==> config.mk <==
export PLATFORM = sky130hd
export DESIGN_NAME = countdown_timer
export DESIGN_NICKNAME = d
export VERILOG_FILES = /design/src/rtl/timer_pkg.sv /design/src/rtl/tick_prescaler.sv /design/src/rtl/countdown_timer.sv
export SDC_FILE = /design/constraint.sdc
export NUM_CORES = 1
export LEC_CHECK = 0
export CELL_PAD_IN_SITES_DETAIL_PLACEMENT = 1
export CELL_PAD_IN_SITES_GLOBAL_PLACEMENT = 2
export CORE_ASPECT_RATIO = 0.7
export CORE_MARGIN = 4
export CORE_UTILIZATION = 24
export DETAILED_ROUTE_END_ITERATION = 8
export GPL_ROUTABILITY_DRIVEN = 0
export GPL_TIMING_DRIVEN = 0
export PLACE_DENSITY = 0.82
export SKIP_CTS_REPAIR_TIMING = 1
export SLEW_MARGIN = 10
export SYNTH_ARGS = -nofsm -noshare
export SYNTH_HDL_FRONTEND = slang
export SYNTH_HIERARCHICAL = 1
export SYNTH_SLANG_ARGS = --single-unit
==> constraint.sdc <==
create_clock -name clk -period 3.4 [get_ports clk]
set_clock_uncertainty 0.1 [all_clocks]
set_input_delay 0.68 -clock clk [delete_from_list [all_inputs] [get_ports clk]]
set_output_delay 0.68 -clock clk [all_outputs]
set_load 0.03 [all_outputs]
==> src/rtl/timer_pkg.sv <==
`default_nettype none
// ============================================================================
//  Module      : timer_pkg
//  Description : Shared definitions for the countdown timer and stopwatch.
//                It holds the timer state encoding, the tenths-per-second
//                constant, the default prescale and a tenths clamp helper.
//  Revision    : 1.0 - initial release
// ============================================================================
package timer_pkg;

    typedef enum logic [1:0] {
        IDLE    = 2'd0,
        RUN     = 2'd1,
        PAUSED  = 2'd2,
        EXPIRED = 2'd3
    } timer_state_t;

    localparam int TENTHS_PER_SEC      = 10;
    localparam int DEFAULT_TICK_CYCLES = 5000000;

    localparam logic [3:0] MAX_TENTH = 4'(TENTHS_PER_SEC - 1);

    // Saturate a raw tenths value to the displayable range 0..9.
    function automatic logic [3:0] clamp_tenth(input logic [3:0] t);
        return (t > MAX_TENTH) ? MAX_TENTH : t;
    endfunction

endpackage : timer_pkg
`default_nettype wire

==> src/rtl/tick_prescaler.sv <==
`default_nettype none
// ============================================================================
//  Module      : tick_prescaler
//  Description : Divides clk down to a one-cycle tick every TICK_CYCLES
//                enabled cycles. When enable is low the count holds its
//                value, so a paused timer resumes mid-interval.
//  Ports       : clk, rst     - clock, synchronous active-high reset
//                enable       - count this cycle (low = hold)
//                clear        - restart the interval from zero
//                tick         - high on the enabled cycle that ends an
//                               interval
//  Revision    : 1.0 - initial release
// ============================================================================
module tick_prescaler
    import timer_pkg::*;
#(
    parameter int TICK_CYCLES = DEFAULT_TICK_CYCLES
) (
    input  logic clk,
    input  logic rst,
    input  logic enable,
    input  logic clear,
    output logic tick
);

    localparam int              CNT_W        = $clog2(TICK_CYCLES);
    localparam logic [CNT_W-1:0] c_LAST_COUNT = CNT_W'(TICK_CYCLES - 1);

    logic [CNT_W-1:0] r_count;
    logic             w_at_last;

    assign w_at_last = (r_count == c_LAST_COUNT);
    assign tick      = enable && w_at_last;

    always_ff @(posedge clk) begin
        if (rst || clear) begin
            r_count <= '0;
        end else if (enable) begin
            r_count <= w_at_last ? '0 : r_count + 1'b1;
        end
    end

endmodule : tick_prescaler
`default_nettype wire

==> src/rtl/countdown_timer.sv <==
`default_nettype none
// ============================================================================
//  Module      : countdown_timer
//  Description : Loadable seconds/tenths down-counter. It decrements once per
//                prescaled tick while running. On reaching 0.0 it raises a
//                level expired flag and a one-cycle done pulse. The output
//                format matches the stopwatch so both can share a display mux.
//  Ports       : clk, rst            - clock, synchronous active-high reset
//                load, load_sec,
//                load_tenth          - capture a (clamped) preset, go IDLE
//                start, pause        - run / resume and pause controls
//                seconds, m_seconds  - remaining seconds and tenths
//                running, expired    - state RUN / state EXPIRED
//                done                - one-cycle pulse on entering EXPIRED
//  Revision    : 1.0 - initial release
// ============================================================================
module countdown_timer
    import timer_pkg::*;
#(
    parameter int TICK_CYCLES = DEFAULT_TICK_CYCLES,
    parameter int MAX_SEC     = 999
) (
    input  logic        clk,
    input  logic        rst,
    input  logic        load,
    input  logic [9:0]  load_sec,
    input  logic [3:0]  load_tenth,
    input  logic        start,
    input  logic        pause,
    output logic [31:0] seconds,
    output logic [31:0] m_seconds,
    output logic        running,
    output logic        expired,
    output logic        done
);

    localparam logic [9:0] c_MAX_SEC = 10'(MAX_SEC);

    timer_state_t r_state, w_state_nxt;
    logic [9:0]   r_sec,   w_sec_nxt;
    logic [3:0]   r_tenth, w_tenth_nxt;
    logic         r_done,  w_done_nxt;

    logic         w_nonzero;
    logic         w_pre_en;
    logic         w_pre_clr;
    logic         w_tick;

    assign w_nonzero = (r_sec != 10'd0) || (r_tenth != 4'd0);

    // The prescaler counts only in RUN with no higher-priority control
    // present. A pause on a tick edge therefore freezes the count at its
    // last value, so the tick lands on the first enabled cycle after resume.
    assign w_pre_en  = (r_state == RUN) && !load && !pause;
    assign w_pre_clr = load || ((r_state == IDLE) && start && !pause && w_nonzero);

    tick_prescaler #(
        .TICK_CYCLES (TICK_CYCLES)
    ) u_prescaler (
        .clk    (clk),
        .rst    (rst),
        .enable (w_pre_en),
        .clear  (w_pre_clr),
        .tick   (w_tick)
    );

    always_ff @(posedge clk) begin
        if (rst) begin
            r_state <= IDLE;
            r_sec   <= 10'd0;
            r_tenth <= 4'd0;
            r_done  <= 1'b0;
        end else begin
            r_state <= w_state_nxt;
            r_sec   <= w_sec_nxt;
            r_tenth <= w_tenth_nxt;
            r_done  <= w_done_nxt;
        end
    end

    always_comb begin
        w_state_nxt = r_state;
        w_sec_nxt   = r_sec;
        w_tenth_nxt = r_tenth;
        w_done_nxt  = 1'b0;

        if (load) begin
            w_sec_nxt   = (load_sec > c_MAX_SEC) ? c_MAX_SEC : load_sec;
            w_tenth_nxt = clamp_tenth(load_tenth);
            w_state_nxt = IDLE;
        end else begin
            unique case (r_state)
                IDLE: begin
                    // A zero preset cannot be started; pause outranks start.
                    if (start && !pause && w_nonzero) begin
                        w_state_nxt = RUN;
                    end
                end
                RUN: begin
                    if (pause) begin
                        w_state_nxt = PAUSED;
                    end else if (w_tick) begin
                        if (r_tenth != 4'd0) begin
                            w_tenth_nxt = r_tenth - 4'd1;
                        end else if (r_sec != 10'd0) begin
                            w_sec_nxt   = r_sec - 10'd1;
                            w_tenth_nxt = MAX_TENTH;
                        end
                        if ((w_sec_nxt == 10'd0) && (w_tenth_nxt == 4'd0)) begin
                            w_state_nxt = EXPIRED;
                            w_done_nxt  = 1'b1;
                        end
                    end
                end
                PAUSED: begin
                    if (start && !pause) begin
                        w_state_nxt = RUN;
                    end
                end
                EXPIRED: begin
                    // Held at 0.0 until load or rst.
                end
                default: begin
                    w_state_nxt = IDLE;
                end
            endcase
        end
    end

    assign seconds   = {22'd0, r_sec};
    assign m_seconds = {28'd0, r_tenth};
    assign running   = (r_state == RUN);
    assign expired   = (r_state == EXPIRED);
    assign done      = r_done;

endmodule : countdown_timer
`default_nettype wire

Word level (Yosys, flattened, before mapping)

Index checks and enable logic that the tools add are counted.

Add/sub/neg operators: 3
$lt $le $gt $ge: 2
Equality and inequality tests: 9
Muxes and demuxes: 30
Bitwise gates (word level): 2
Reduce and logical (&&, ||, !) cells: 26

Operator list:

| kind                    | number |
|---|---|
| $mux W10                | 11 |
| $mux W4                 | 11 |
| $add A23 B1 Y23 const B | 1 |
| $eq A23 B23 Y1 const B  | 1 |
| $mux W23                | 1 |
| $gt A10 B10 Y1 const B  | 1 |
| $logic_not A10 Y1       | 1 |
| $mux W2                 | 5 |
| $reduce_bool A10 Y1     | 1 |
| $sub A10 B1 Y10 const B | 1 |
| $logic_and A1 B1 Y1     | 9 |
| $ne A3 B2 Y1 const B    | 2 |
| $pmux W2 S3             | 1 |
| $reduce_and A5 Y1       | 1 |
| $reduce_or A5 Y1        | 1 |
| $eq A2 B2 Y1 const B    | 2 |
| $gt A4 B4 Y1 const B    | 1 |
| $logic_not A4 Y1        | 1 |
| $ne A2 B2 Y1 const B    | 2 |
| $reduce_bool A2 Y1      | 2 |
| $reduce_bool A4 Y1      | 1 |
| $sub A4 B1 Y4 const B   | 1 |
| $logic_or A1 B1 Y1      | 3 |
| $reduce_and A3 Y1       | 1 |
| 8 further kinds         | 10 |

Register bits after elaboration: 40
Bits of input ports: 19

Longest topological paths before layout

Gate-level depths: netlist (run 1).

Depth in word-level cells: 14
Mapped depth: 15

Modules after synthesis

Netlist (run 1), hierarchy kept.

By module, submodules not included:

| module          | times used | cells each | area each (um^2) |
|---|---|---|---|
| countdown_timer | 1          | 213        | 1635.3 |
| tick_prescaler  | 1          | 132        | 1133.6 |

Least setup slack after synthesis (run 1)

Ideal clock, no wire load.

Path kind: input -> register
From: input load
To: register r_sec[3]
Data arrival time: 3523 ps
Path slack: -350 ps
Stages on the path: 14
Cells stage by stage: buf_4 > inv_1 > clkbuf_1 > and2_1 > and3_1 > clkbuf_1 > nand2_1 > nor4_1 > nor4bb_1 > clkbuf_1 > clkbuf_1 > o211ai_1 > a22oi_1 > nor3_1

Cells in the longest elaborated chain, start to end: 6

Ends and longest elaborated chain:

| item                                | line                  | text |
|---|---|---|
| from (decl)                         | countdown_timer.sv:25 | `input logic load,` |
| $logic_not A1 Y1                    | countdown_timer.sv:54 | `assign w_pre_en = (r_state == RUN) && !load && !pause;` |
| $logic_and A1 B1 Y1 (2 in series)   | countdown_timer.sv:54 |  |
| net w_pre_en                        | countdown_timer.sv:45 | `logic w_pre_en;` |
| $logic_and A1 B1 Y1                 | tick_prescaler.sv:33  | `assign tick = enable && w_at_last;` |
| net w_tick                          | countdown_timer.sv:47 | `logic w_tick;` |
| $reduce_bool A2 Y1 (no source line) | --                    |  |
| $reduce_and A3 Y1 (no source line)  | --                    |  |
| to (signal assigned)                | countdown_timer.sv:75 | `r_sec <= w_sec_nxt;` |
| to (decl)                           | countdown_timer.sv:40 | `logic [9:0] r_sec, w_sec_nxt;` |

The timed path passes the listed nets, and every way through them passes these cells.
A chain may end at the register's enable or synchronous reset.

Worst setup path in the final report (run 1)

From: input load
To: register r_sec[5]

Same word-level chain as after synthesis.

==> results of run 1 <==
-- layout make-up --
cell class	count	area share
Clock inverter	2	0.009380
Sequential cell	40	0.2144
Tap cell	153	0.05126
Timing Repair Buffer	37	0.09782
Clock buffer	6	0.03451
Buffer	64	0.1243
Inverter	10	0.01005
Multi-Input combinational cell	279	0.4583
-- where the power goes --
part / leakage [nW] / switching, mW / total (mW) / internal [mW]
clock network: 0.0808 / 0.197 / 0.543 / 0.346
registers: 0.325 / 0.0239 / 0.503 / 0.479
logic: 1.03 / 0.192 / 0.318 / 0.126
total: 1.44 / 0.413 / 1.36 / 0.951
-- stage by stage --
stage | power (mW) | area [µm²] | std cells | setup TNS [ns] | utilization
after global placement | 0.8238 | 3510 | 582 | -24.27 | 0.3153
final | 1.364 | 3735 | 591 | 0 | 0.3355
after detailed placement | 0.8253 | 3510 | 582 | -25.83 | 0.3153
after global routing | 1.418 | 3735 | 591 | -0.1332 | 0.3355
after CTS | 1.369 | 3674 | 590 | -14.81 | 0.3300
after floorplan | 0.7434 | 2968 | 394 | 0 | -
-- final timing paths --
check	start	endpoint	slack, ns
worst max register to register	r_state[0]	r_sec[5]	0.55
worst max-delay path	load	r_sec[5]	0.13
worst min-delay path	u_prescaler/r_count[14]	u_prescaler/r_count[14]	0.40
worst min register to register	u_prescaler/r_count[14]	u_prescaler/r_count[14]	0.40
-- registers in the layout, summed over array words and instances, names as in the netlist --
signal and flops:
r_state 2, u_prescaler/r_count 23, r_sec 10, r_tenth 4, done 1
-- placed cells by master (no fill, tap or decap), drive strengths merged, types with 2 or more instances in the layout --
master,Yosys,layout
a22oi,2,2
o31ai,5,5
dfxtp,40,40
xor2,6,6
nand2,22,22
nor3,11,11
nand3,10,10
nand2b,3,3
a31oi,4,4
nor2,38,38
a211oi,8,8
o2111ai,2,2
o21a,2,2
and3,4,4
o21ai,11,11
or3,8,8
inv,10,10
xnor2,10,10
nor4,9,9
ha,3,3
conb,1,50
nor3b,3,3
nor2b,4,4
mux2i,6,6
and2,2,2
o211ai,2,2
or4,11,11
a21oi,17,17
buf,58,63
or3b,2,2
nand4,13,13
clkbuf,7,9
clkdlybuf4s50,0,35
-- layer usage --
| metal | up-vias | wire length [µm] |
|---|---|---|
| met1 | 1255 | 4343 |
| met5 | - | 0 |
| met4 | 0 | 91 |
| li1 | 1327 | - |
| met3 | 7 | 526 |
| met2 | 72 | 3798 |
-- cell families (layout without fill, tap and decap cells) --
logic type	count (synthesis)	in the layout	share of synthesized area
DFF	40	40	0.2892
xor gates and xnor gates	16	16	0.05061
muxes	6	6	0.02169
other	1	50	0.001354
and+or+nand+nor	144	144	0.2964
adders and majority gates	3	3	0.01356
AOI/OAI and AO/OA	60	60	0.1514
buffers and inverters	75	119	0.1758
-- critical path, cell delays in order --
cell and delay, ns:
clkdlybuf4s50_1 0.43, buf_4 0.19, inv_1 0.12, buf_6 0.17
and2_4 0.19, and3_4 0.22, nand2_4 0.09, nor4_4 0.20
nor4bb_2 0.25, buf_4 0.20, buf_4 0.12, nand4_1 0.09
xnor2_1 0.15, mux2i_1 0.15, nor2_1 0.05
==> results.md, run 1 <==
- Crit Path Class: in2reg
- Met2 Usage GRT: 0.2012
- Reg2reg path depth: 13
- Final Hold Viols: 0
- Number of enable flip-flop cells after synthesis: 0
- Largest net degree at the start of global routing: 13
- HPWL after detailed placement: 6758 µm
- Clock Tree Root: clkbuf_16
- Area leader, netlist: dfxtp_1
- Worst setup margin: 0.1319 ns
- Multi-input gate area: about 1700 µm²
- Top-count cell post-synth: buf_4
- Fin Hold WS: around 0.40 ns
- DP Worst Slack: -1.207 ns
- CP max FO: 10
- Max_slew headroom: 0.5553
- DRT Pass-1 Iters: 4
- CP Capture Type: flip-flop
- CTS max path bufs: 2
- Max Fclk: between 300 and 400 MHz
- Core area: 11130 µm²
- Total track usage: 0.1305
- Per-cell routed wire length: between 10 and 15 µm
- # DRC: 0
- Vias in the first global route: around 2700
- Sequential Area: ~800 µm²
- Pleak: roughly 1.4 nW
- Die ar.: between 10000 and 15000 µm²
- TritonCTS Buffers: 5
- Arr. time, crit path: 3.32 ns
- Startpoint types: input pin
- Core Rows: 32
- Async SR Flop Fraction: 0
- H-tree depth: 2
- Post-Syn Instances: ~350
- Required time of the critical path: about 3.5 ns
- Tightest Pin Transition: roughly 0.66 ns
- N_diodes: 0
- Fill cells: about 1400
- Commonest cells post-synth: buf_4, dfxtp_1, nor2_1
- Max cap viols: 0
- VDD IR max: 0.0001658 V
- Yosys warnings: 6
- DR vias: between 2000 and 3000
- Post-route ant nets: 0
- Area Overhead vs Synth: 34.88%
- Hold WC Path Type: reg2reg
- Cell Pwr Density: 365.2 nW/µm²
- Min Tclk post-route: between 3 and 4 ns
- Routed Wire Length: roughly 8800 µm
- Post-synthesis sequential area ratio: 0.2892
- Iteration-0 DRC count of the detailed router: 98
- Tcrit/Tclk final: 0.9612
- Synth top area share: 0.2892
- Vias/cell: 4.503
- Post-synth top flop: dfxtp_1
- Final-report max-slew violation count: 0
- M3 GR Usage: 0.02884
- Layout cells sized above 1: 0.2146
- Finish-stage setup viols: 0
- Die Span Y: 97.87 µm
- Netlist cell types: 56
- GRT overflow: 0
- Syn_area_per_cell: roughly 8.0 µm²
- Hold Path Depth: 2
- CTS Sinks: 40
- Starting Density: 0.2488
- Met1 Track Usage GR: 0.1864
- Status: finished, final reports clean
- First-pass GRT wire length: between 10000 and 15000 µm
- Top cells by area, synth: dfxtp_1, buf_4, nor2_1, xnor2_1, nand2_1
- Later-pin clock latency in the skew report: 0.28 ns
- IO Pins: 86
- Clk slew on worst S/H paths: 0.06 ns
- CTS tree: done
- Cell Area, Synth: between 2000 and 3000 µm²
- Port-buffer cells: 35
- Gr busiest metal: met2
- Number of synthesized register bits: 40
- Initial antenna violation count: 0
- Final nets: roughly 460
- Die X: 136.4 µm
Note: power is estimated with default switching activity, not from simulation.
==> run 2: changes to the inputs <==
ABC_AREA = 1   (was not set)
CORE_UTILIZATION = 23   (was 24)
CTS_BUF_LIST = sky130_fd_sc_hd__clkbuf_4 sky130_fd_sc_hd__clkbuf_8 sky130_fd_sc_hd__clkbuf_16   (was not set)
PLACE_DENSITY = 0.83   (was 0.82)
==> run 2 against run 1 <==
Register-to-register slack improved by 0.22 ns. Via count is 19% higher. Synthesized cell count rose by 41%. Sequential power is essentially flat. Synthesized area rose by 11%. Routed wire length up 14%. First-iteration DRC count rose by 87%. Clock-buffer cell count unchanged. Non-clock buffer count shrank 10. Critical path type unchanged. Critical endpoint is now r_tenth[0]. Largest power group is now sequential cells.
==> results.md, run 2 <==
- Clock Tree Root: clkbuf_16
- Post-Syn Instances: just under 500
- CP peak stage delay: around 0.58 ns
- Max Fclk: ~320 MHz
- Post-synth top flop: dfxtp_1
- Top-count cell post-synth: nand2_1
- Die ar.: between 15000 and 20000 µm²
- Async SR Flop Fraction: 0
- Final Hold Viols: 0
- Cell Pwr Density: around 350 nW/µm²
- Crit Path Class: in2reg
- Commonest non-fill, non-tap cells in the layout: nand2_1, nor2_1, buf_4
- Core area: 13140 µm²
- Clock Power Share: 0.352
- Initial antenna violation count: 0
- Crit-path leading delay family: buffers and inverters
- Post-Synth Simple-Gate Area: 0.4045
- R2r endpoint: r_tenth[0]
- Hold Path Depth: 2
- Share of power burned in registers: 0.355
- Layout cells sized above 1: 0.1750
- DP Worst Slack: -0.2062 ns
- Most common cell after layout, fill and taps aside: nand2_1
- Area Overhead vs Synth: 29.06%
- CTS tree: done
- Post-synthesis sequential area ratio: 0.2594
- H-tree depth: 2
- Worst setup margin: approximately 0.25 ns
- Max_slew headroom: 0.5201
- Commonest cells post-synth: nand2_1, nor2_1, buf_4
- Fin cells: ~740
- CP Capture Type: flip-flop
- VDD IR max: around 0.00016 V
- Netlist cell types: 39
- Cell Area, Synth: between 3000 and 4000 µm²
- Worst path buffer plus inverter count: 6
- Compound-Gate Fraction of Synth Area: 0.08634
- Max cap viols: 0
- Critical Path, Cell by Cell: clkdlybuf4s50_1 -> clkbuf_2 -> nor2_1 -> buf_4 -> nand2_1 -> inv_1 -> nand2_1 -> nor2_1 -> nand3_1 -> inv_1 -> nand2_1 -> nor2_4 -> inv_1 -> or2_0 -> a31oi_1
- Biggest register: u_prescaler/r_count
- TritonCTS Buffers: 5
- GRT overflow: 0
- Mux contribution to synthesized area: 0
- Port-buffer cells: 35
- Max reg flops: 23
- Vias in the first global route: approximately 3400
- Hold WC Path Type: reg2reg
- Critical R2R Launch: r_state[0]
- TNS Setup: 0 ns
- Arr. time, crit path: 3.26 ns
- Die Span Y: about 100 µm
- Tightest Pin Transition: between 0.7 and 0.8 ns
- DR vias: between 3000 and 4000
- Routed Wire Length: between 9000 and 10000 µm
- Tcrit/Tclk final: 0.9259
- Worst R2R Setup Slack: between 0.7 and 0.8 ns
- CTS Sinks: 40
- Number of synthesized register bits: 40
- Number of enable flip-flop cells after synthesis: 0
- Synth Area in XOR/XNOR: 0.02837
- Worst Hold Launch: u_prescaler/r_count[0]
- Largest family of logic cells by synthesized area: simple AND/OR/NAND/NOR gates
- Area leader, netlist: dfxtp_1
- Clk slew on worst S/H paths: approximately 0.060 ns
- Synth top area share: 0.2594
- Worst path slowest cell: clkdlybuf4s50_1
- CP max FO: 10
- Yosys warnings: 6
- Switching power: slightly below 0.5 mW
- Total track usage: 0.1324
- Placed instance count: 735
- Core Rows: 35
- Largest regs: u_prescaler/r_count x23, r_sec x10, r_tenth x4
- Largest net degree at the start of global routing: 14
- Iteration-0 DRC count of the detailed router: around 180
- RSZ-0062 raised after global routing: false
- Tot Pwr: between 1 and 1.5 mW
- Post-Synth Adder-Cell Area: 0.01216
- Starting Density: 0.2350
- Syn_area_per_cell: around 6.4 µm²
- IO Pins: 86
- Internal Pwr Total: 0.9192 mW
- Fill cells: 1697
- Vias/cell: 4.277
- DRT Pass-1 Iters: 4
- Later-pin clock latency in the skew report: 0.29 ns
- Post-route ant nets: 0
- Per-cell routed wire length: between 10 and 15 µm
- First-pass GRT wire length: 16670 µm
- HPWL after detailed placement: 8218 µm
- Finish-stage setup viols: 0
- Switching portion of total power: 0.3477
- Final-report max-slew violation count: 0
- CTS max path bufs: 2
- Pleak: roughly 1.8 nW
- Top cells by area, synth: dfxtp_1, nand2_1, buf_4, nor2_1, inv_1
- Die X: roughly 150 µm
- Required time of the critical path: 3.51 ns
- Hold Crit Endpoint: u_prescaler/r_count[0]
- Status: finished, final reports clean
- Min Tclk post-route: around 3.1 ns
- Fin Hold WS: about 0.4 ns
- # DRC: 0
- Logic pwr share: 0.293
- N_diodes: 0
- Startpoint types: input pin
- Final nets: 598
- Reg2reg path depth: 18
==> run 2: worst max path at each step <==
stage                     startpoint    endpoint  slack [ns]  cells past startpoint
after CTS                       load    r_sec[7]         0.1                     16
final                           load  r_tenth[0]        0.25                     15
after detailed placement        load    r_sec[7]       -0.21                     16
after global placement          load    r_sec[7]       -0.14                     16
after floorplan                 load    r_sec[7]        1.08                     15
after global routing            load  r_tenth[0]        0.05                     15
==> run 2: power groups by stage <==
stage	Sequential, mW	Clock, mW	Combinational (mW)
floorplan	0.526	0	0.281
global placement	0.510	0	0.402
detailed placement	0.510	0	0.407
CTS	0.500	0.516	0.408
global route	0.502	0.533	0.449
finish	0.500	0.497	0.413
==> run 2: metal layers <==
layer	share of wire	GRT usage	up-vias	wire length [µm]
met2	0.42	0.2027	88	4149
met4	0.0065	0.02953	0	65
li1	-	-	1627	-
met3	0.063	0.02991	7	625
met5	0	0	-	0
met1	0.51	0.1893	1456	5111
==> run 2: final cells by class <==
cell class,instances,area (µm²),area share
sequential,40,800.8,0.2010
multi-input combinational,379,1828,0.4589
buffer,56,421.7,0.1058
inverter,59,221.5,0.05559
clock buffer,6,138.9,0.03486
clock inverter,2,15.01,0.003769
tap,166,207.7,0.05214
timing repair buffer,35,350.3,0.08794
==> run 2: cell families after synthesis <==
family | after synthesis
buf+inv | 115
flops | 40
other cells | 1
fa+ha+maj | 3
compound gates | 41
xor+xnor | 10
simple gates | 275
==> run 2: tightest hold or removal path, stage by stage (launching register included) <==
cell	delay (ns)
dfxtp_1	0.33
nand2_1	0.06
a21oi_1	0.06
==> run 2: through the flow <==
stage / instance area [µm²] / utilization
final: 3984 / 0.3032
after global routing: 3984 / 0.3032
after CTS: 3983 / 0.3031
after detailed placement: 3829 / 0.2914
after global placement: 3829 / 0.2914
after floorplan: 3271 / -
